File: config.mk
export PLATFORM = sky130hd
export DESIGN_NAME = csr_timer
export DESIGN_NICKNAME = d
export VERILOG_FILES = /design/src/rtl/csr_timer.sv
export SDC_FILE = /design/constraint.sdc
export NUM_CORES = 1
export LEC_CHECK = 0
export ABC_AREA = 1
export CORE_UTILIZATION = 53
export DETAILED_ROUTE_END_ITERATION = 10
export GPL_TIMING_DRIVEN = 0
export PLACE_DENSITY = 0.82
export SETUP_SLACK_MARGIN = 0.5
export SYNTH_ARGS = -nofsm -noshare
export SYNTH_HDL_FRONTEND = slang
export SYNTH_SLANG_ARGS = --single-unit
File: constraint.sdc
create_clock -name clk -period 3.1 [get_ports clk]
set_input_delay 0.775 -clock clk [delete_from_list [all_inputs] [get_ports clk]]
set_output_delay 0.775 -clock clk [all_outputs]
set_load 0.01 [all_outputs]
File: src/rtl/csr_timer.sv
// CSR-mapped countdown timer with free-running stable counter and timer ID.
// Interrupt and clear pulses are registered one-cycle strobes to the exception stage.
module csr_timer #(
  parameter int          TIMER_W = 32,
  parameter logic [31:0] TID_RST = 32'h0
) (
  input  logic        clk,
  input  logic        rst,
  input  logic        csr_we,
  input  logic [13:0] csr_waddr,
  input  logic [31:0] csr_wdata,
  input  logic [13:0] csr_raddr,
  output logic [31:0] csr_rdata,
  output logic        csr_rhit,
  output logic        ti_in,
  output logic        ti_clr,
  output logic [63:0] stable_cnt,
  output logic [31:0] tid
);

  localparam logic [13:0] ADDR_TID   = 14'h40;
  localparam logic [13:0] ADDR_TCFG  = 14'h41;
  localparam logic [13:0] ADDR_TVAL  = 14'h42;
  localparam logic [13:0] ADDR_TICLR = 14'h44;

  logic [63:0]        stable_cnt_q, stable_cnt_d;
  logic [31:0]        tid_q, tid_d;
  logic               en_q, en_d;
  logic               periodic_q, periodic_d;
  logic [TIMER_W-3:0] initval_q, initval_d;
  logic [TIMER_W-1:0] tval_q, tval_d;
  logic               armed_q, armed_d;
  logic               pending_q, pending_d;
  logic               ti_in_q, ti_in_d;
  logic               ti_clr_q, ti_clr_d;

  logic wr_tid, wr_tcfg, wr_ticlr;
  logic expiry, irq_want;

  assign wr_tid   = csr_we && (csr_waddr == ADDR_TID);
  assign wr_tcfg  = csr_we && (csr_waddr == ADDR_TCFG);
  assign wr_ticlr = csr_we && (csr_waddr == ADDR_TICLR);

  // A TCFG write in the same cycle suppresses expiry so the new config wins.
  assign expiry = en_q && armed_q && (tval_q == '0) && !wr_tcfg;

  // NOTE: every variable assigned here gets a default first, so no latch is inferred.
  always_comb begin
    stable_cnt_d = stable_cnt_q + 64'd1;
    tid_d        = tid_q;
    en_d         = en_q;
    periodic_d   = periodic_q;
    initval_d    = initval_q;
    tval_d       = tval_q;
    armed_d      = armed_q;

    if (wr_tid) tid_d = csr_wdata;

    if (wr_tcfg) begin
      en_d       = csr_wdata[0];
      periodic_d = csr_wdata[1];
      initval_d  = csr_wdata[TIMER_W-1:2];
      if (csr_wdata[0]) begin
        tval_d  = {csr_wdata[TIMER_W-1:2], 2'b00};
        armed_d = 1'b1;
      end else begin
        armed_d = 1'b0;
      end
    end else if (expiry) begin
      if (periodic_q) tval_d  = {initval_q, 2'b00};
      else            armed_d = 1'b0;
    end else if (en_q && (tval_q != '0)) begin
      tval_d = tval_q - TIMER_W'(1);
    end
  end

  // A clear pulse wins the cycle; a coinciding interrupt is held one cycle in pending.
  always_comb begin
    ti_clr_d  = wr_ticlr && csr_wdata[0];
    irq_want  = expiry || pending_q;
    ti_in_d   = irq_want && !ti_clr_d;
    pending_d = irq_want && ti_clr_d;
  end

  // NOTE: sequential state uses non-blocking assignments only, so every register samples pre-edge values.
  always_ff @(posedge clk) begin
    if (rst) begin
      stable_cnt_q <= '0;
      tid_q        <= TID_RST;
      en_q         <= 1'b0;
      periodic_q   <= 1'b0;
      initval_q    <= '0;
      tval_q       <= '0;
      armed_q      <= 1'b0;
      pending_q    <= 1'b0;
      ti_in_q      <= 1'b0;
      ti_clr_q     <= 1'b0;
    end else begin
      stable_cnt_q <= stable_cnt_d;
      tid_q        <= tid_d;
      en_q         <= en_d;
      periodic_q   <= periodic_d;
      initval_q    <= initval_d;
      tval_q       <= tval_d;
      armed_q      <= armed_d;
      pending_q    <= pending_d;
      ti_in_q      <= ti_in_d;
      ti_clr_q     <= ti_clr_d;
    end
  end

  // Reads see only registered state, so a same-cycle write is not visible yet.
  always_comb begin
    csr_rdata = 32'h0;
    csr_rhit  = 1'b0;
    case (csr_raddr)
      ADDR_TID: begin
        csr_rdata = tid_q;
        csr_rhit  = 1'b1;
      end
      ADDR_TCFG: begin
        csr_rdata = 32'({initval_q, periodic_q, en_q});
        csr_rhit  = 1'b1;
      end
      ADDR_TVAL: begin
        csr_rdata = 32'(tval_q);
        csr_rhit  = 1'b1;
      end
      ADDR_TICLR: begin
        csr_rhit  = 1'b1;
      end
      default: ;
    endcase
  end

  assign ti_in      = ti_in_q;
  assign ti_clr     = ti_clr_q;
  assign stable_cnt = stable_cnt_q;
  assign tid        = tid_q;

endmodule
==> summary.md <==
| Metric | Value |
|---|---|
| # clock sinks | 164 |
| Vias/cell | ~5.6 |
| CP peak stage delay | 0.35 ns |
| Diodes inserted | 0 |
| Largest net degree at the start of global routing | 17 |
| Skew-Pair Late Insertion Delay | 0.44 ns |
| Combinational power share | 4.4% |
| GPL Wtd Cong | ~0.99 |
| Iter 0 DRT Violations | 1021 |
| TritonRoute pass-1 iters | 8 |
| Leak pwr | ~5.6 nW |
| Max Clk Rate | 0.314 GHz |
| Layout cells sized above 1 | 15.1% |
| Simple-Gate Fraction of Synth Area | 43.2% |
| CP most frequent cell | buf_8 |
| Mapped cell area | 9860 um^2 |
| RR Endpoint | stable_cnt[34] |
| CP required | 2.32 ns |
| CP Launch Type | input pin |
| Max-cap violations | 0 |
| Core Rows | 49 |
| YS warnings | 0 |
| Synth top area share | 33.3% |
| First-pass GRT wire length | 59600 um |
| GRT Total Usage | between 40% and 50% |
| Adder-Cell Fraction of Synth Area | less than 1% |
| Failing checks | design-rule violations, negative setup slack |
| Core area | 18100 um^2 |
| Initial antenna violation count | 1 |
| Top-count cell post-synth | nand2_1 |
| Synth Area in XOR/XNOR | 2.58% |
| Unique masters post-synth | 44 |
| Chip height | about 140 um |
| Die Span X | about 140 um |
| Final Hold Violating Endpoints | 0 |
| Setup violations, final | 1 |
| Initial Utilization | 54.5% |
| Sw frac | approximately 25% |
| Part of the power in registers | between 40 and 50% |
| Max-Slew Margin vs Limit | between 40% and 50% |
| Crit path max fanout | 7 |
| Crit path time final | ~3.2 ns |
| Max VDD drop | 0.413 mV |
| Crit path arrival time | about 2.4 ns |
| CTS tree | yes |
| CTS Buf Count | 17 |
| EDFF count, synth | 0 |
| Slew @ Worst Pin | 0.826 ns |
| Reg clk slew, reported paths | 0.07 ns |
| Sum Neg Setup Slack | -0.0886 ns |
| DP HPWL | 28600 um |
| Clock Path Buffers | 2 |
| Post-synthesis sequential area ratio | 33.3% |
| HP Start | tid[22] |
| Area Overhead vs Synth | 33.4% |
| Per-cell routed wire length | 18.8 um |
| Crit Path Category | in -> out |
| Leading area contributor after synthesis | dfxtp_1 |
| Hold Crit Class | reg -> reg |
| RSZ-0062 raised after global routing | yes |
| Grt total ovfl | 0 |
| Final nets | 1897 |
| Detail Route Antenna Nets | 0 |
| Hold Crit Depth | 2 |
| Cell depth of the worst flop-to-flop path | 8 |
| Crit path cell chain | clkdlybuf4s15_1 -> nor2_2 -> nand3_2 -> nor2_4 -> nand2_4 -> buf_8 -> buf_8 -> o211ai_1 -> buf_2 |
| Largest family of logic cells by synthesized area | simple AND/OR/NAND/NOR gates |
| Final WL | 39100 um |
| Max-slew violations | 0 |
| Crit path capture type | output pin |
| Syn nets | 1659 |
| Area of placed instances | between 10000 and 15000 um^2 |
| I/O Buffers | roughly 190 |
| Setup WS pre-CTS | -0.993 ns |
| Top post-synthesis cells by area | dfxtp_1 (33%), nand2_1 (21%), nor2_1 (6.8%), inv_1 (6.4%), a21oi_1 (5.7%) |
| CTS root buffer | clkbuf_16 |
| H-tree levels | 4 |
| Die area | 19200 um^2 |
| WP buf/inv | 4 |
| Avg Inst Size Synth | ~6.2 um^2 |
| Ys flop type | dfxtp_1 |
| Mapped Cells | 1594 |
| Via count | 11600 |
| Worst Slack Setup Final | -0.0886 ns |
| Status | finished, violations left |
| Synth Register Bits | 164 |
| Family with the most delay on the worst path | buffers and inverters |
| Design area | about 13000 um^2 |
| Power share of the clock group | 46.6% |
| Fill count | around 1600 |
| Multiplexer area fraction after synthesis | 0% |
| Worst Clk Skew | 0.0112 ns |
| Final period utilization | 103% |
| Hold path endpoint | tid[22] |
| DRC viols | 8 |
| Reg2Reg Launch Point | stable_cnt[0] |
| Pwr dens | 328 nW/um^2 |
| Sw power | about 0.0011 W |
| Ports | approximately 190 |
| Post-synthesis async set-or-reset flop share | 0% |
| Vias in the first global route | 11200 |
| Complex-gate fraction of the synthesized area | 11.0% |
| CP max-delay cell | o211ai_1 |
| Top cells by count, synth | nand2_1 (557), nor2_1 (179), inv_1 (168), dfxtp_1 (164), a21oi_1 (113) |
| R2R setup slack | 0.76 ns |
| Crit path depth | 9 |
| Internal | 0.00325 W |
repair_timing:
item / 4_1_cts / 5_1_grt
pin swaps: 18 / 18
setup buffers: 18 / 5
gates resized for setup: 226 / 59
hold buffers: 0 / 0
cloned: 3 / 1
setup endpoints to repair: 33 / 92
endpoints found under the hold margin: 0 / 0
sequential cells by signal, indices dropped and copies added (netlist names):
name and cells:
armed_q 1, en_q 1, initval_q 30, pending_q 1, periodic_q 1, stable_cnt 64
ti_clr 1, ti_in 1, tid 32, tval_q 32
through the flow:
stage / power (W) / utilization [%] / std cells / hold slack [ns]
after floorplan: 0.00222 / - / 1594 / 0.452
after global placement: 0.00234 / 67.1 / 2015 / 0.446
after detailed placement: 0.00234 / 67.1 / 2015 / 0.453
after CTS: 0.00430 / 71.4 / 2068 / 0.465
after global routing: 0.00441 / 72.7 / 2074 / 0.490
final: 0.00432 / 72.7 / 2074 / 0.464
per-layer routing:
metal | share of wire, % | GRT usage, % | routed length (um)
met1 | 38 | 44.2 | 14700
met2 | 47 | 69.2 | 18500
met3 | 7.5 | 8.97 | 2940
met4 | 7.6 | 28.1 | 2980
met5 | 0.033 | 0 | 13
cells in the final DEF (no fill, tap or decap), types with 4 or more instances in the layout:
cell,count
buf_12,7
a21oi_1,113
or2_2,6
nand2_4,13
clkdlybuf4s50_1,145
nor2_4,5
buf_2,35
nand4_1,27
nor2_2,74
xnor2_1,5
nand2_1,521
o21ai_0,50
buf_6,20
buf_8,4
nand3_4,4
o211ai_1,27
clkinvlp_4,4
clkbuf_16,19
buf_4,14
nor3_1,41
nand3_1,57
xor2_1,24
clkbuf_1,25
dfxtp_1,164
nor2_1,172
inv_6,4
o22ai_1,4
inv_1,166
clkdlybuf4s15_1,4
nand2_2,38
worst min-delay path, cell delays in order, from the launching register on:
cell	delay, ns
dfxtp_1	0.32
inv_1	0.05
a21oi_1	0.05
kinds of logic (layout without fill, tap and decap cells):
group,count (synthesis),after routing
flops,164,164
compound gates,200,200
fa+ha+maj,2,2
simple gates,979,979
xor+xnor,29,29
buf+inv,220,471
worst max-delay path by stage:
stage / startpoint / endpoint
after detailed placement: csr_raddr[5] / csr_rdata[31]
after global placement: csr_raddr[5] / csr_rdata[31]
after CTS: csr_raddr[4] / csr_rdata[29]
after global routing: csr_raddr[9] / csr_rdata[1]
after floorplan: csr_raddr[5] / csr_rdata[0]
final: csr_raddr[9] / csr_rdata[1]
cell type report:
cell class	count	area (um^2)	area share, %
Buffer	49	409	3.11
Multi-Input combinational cell	1210	5890	44.8
Tap cell	229	287	2.18
Clock buffer	20	447	3.40
Timing Repair Buffer	219	2080	15.8
Inverter	171	669	5.09
Sequential cell	164	3280	25.0
Clock inverter	12	96.3	0.732
power by group through the flow:
stage | Combinational [W] | Clock, W | Sequential [W]
after CTS | 0.000183 | 0.00200 | 0.00211
after detailed placement | 0.000181 | 0 | 0.00216
after global placement | 0.000178 | 0 | 0.00216
after floorplan | 0.0000529 | 0 | 0.00216
after global routing | 0.000201 | 0.00210 | 0.00211
final | 0.000191 | 0.00202 | 0.00211
Power figures use the tool's default switching activity.
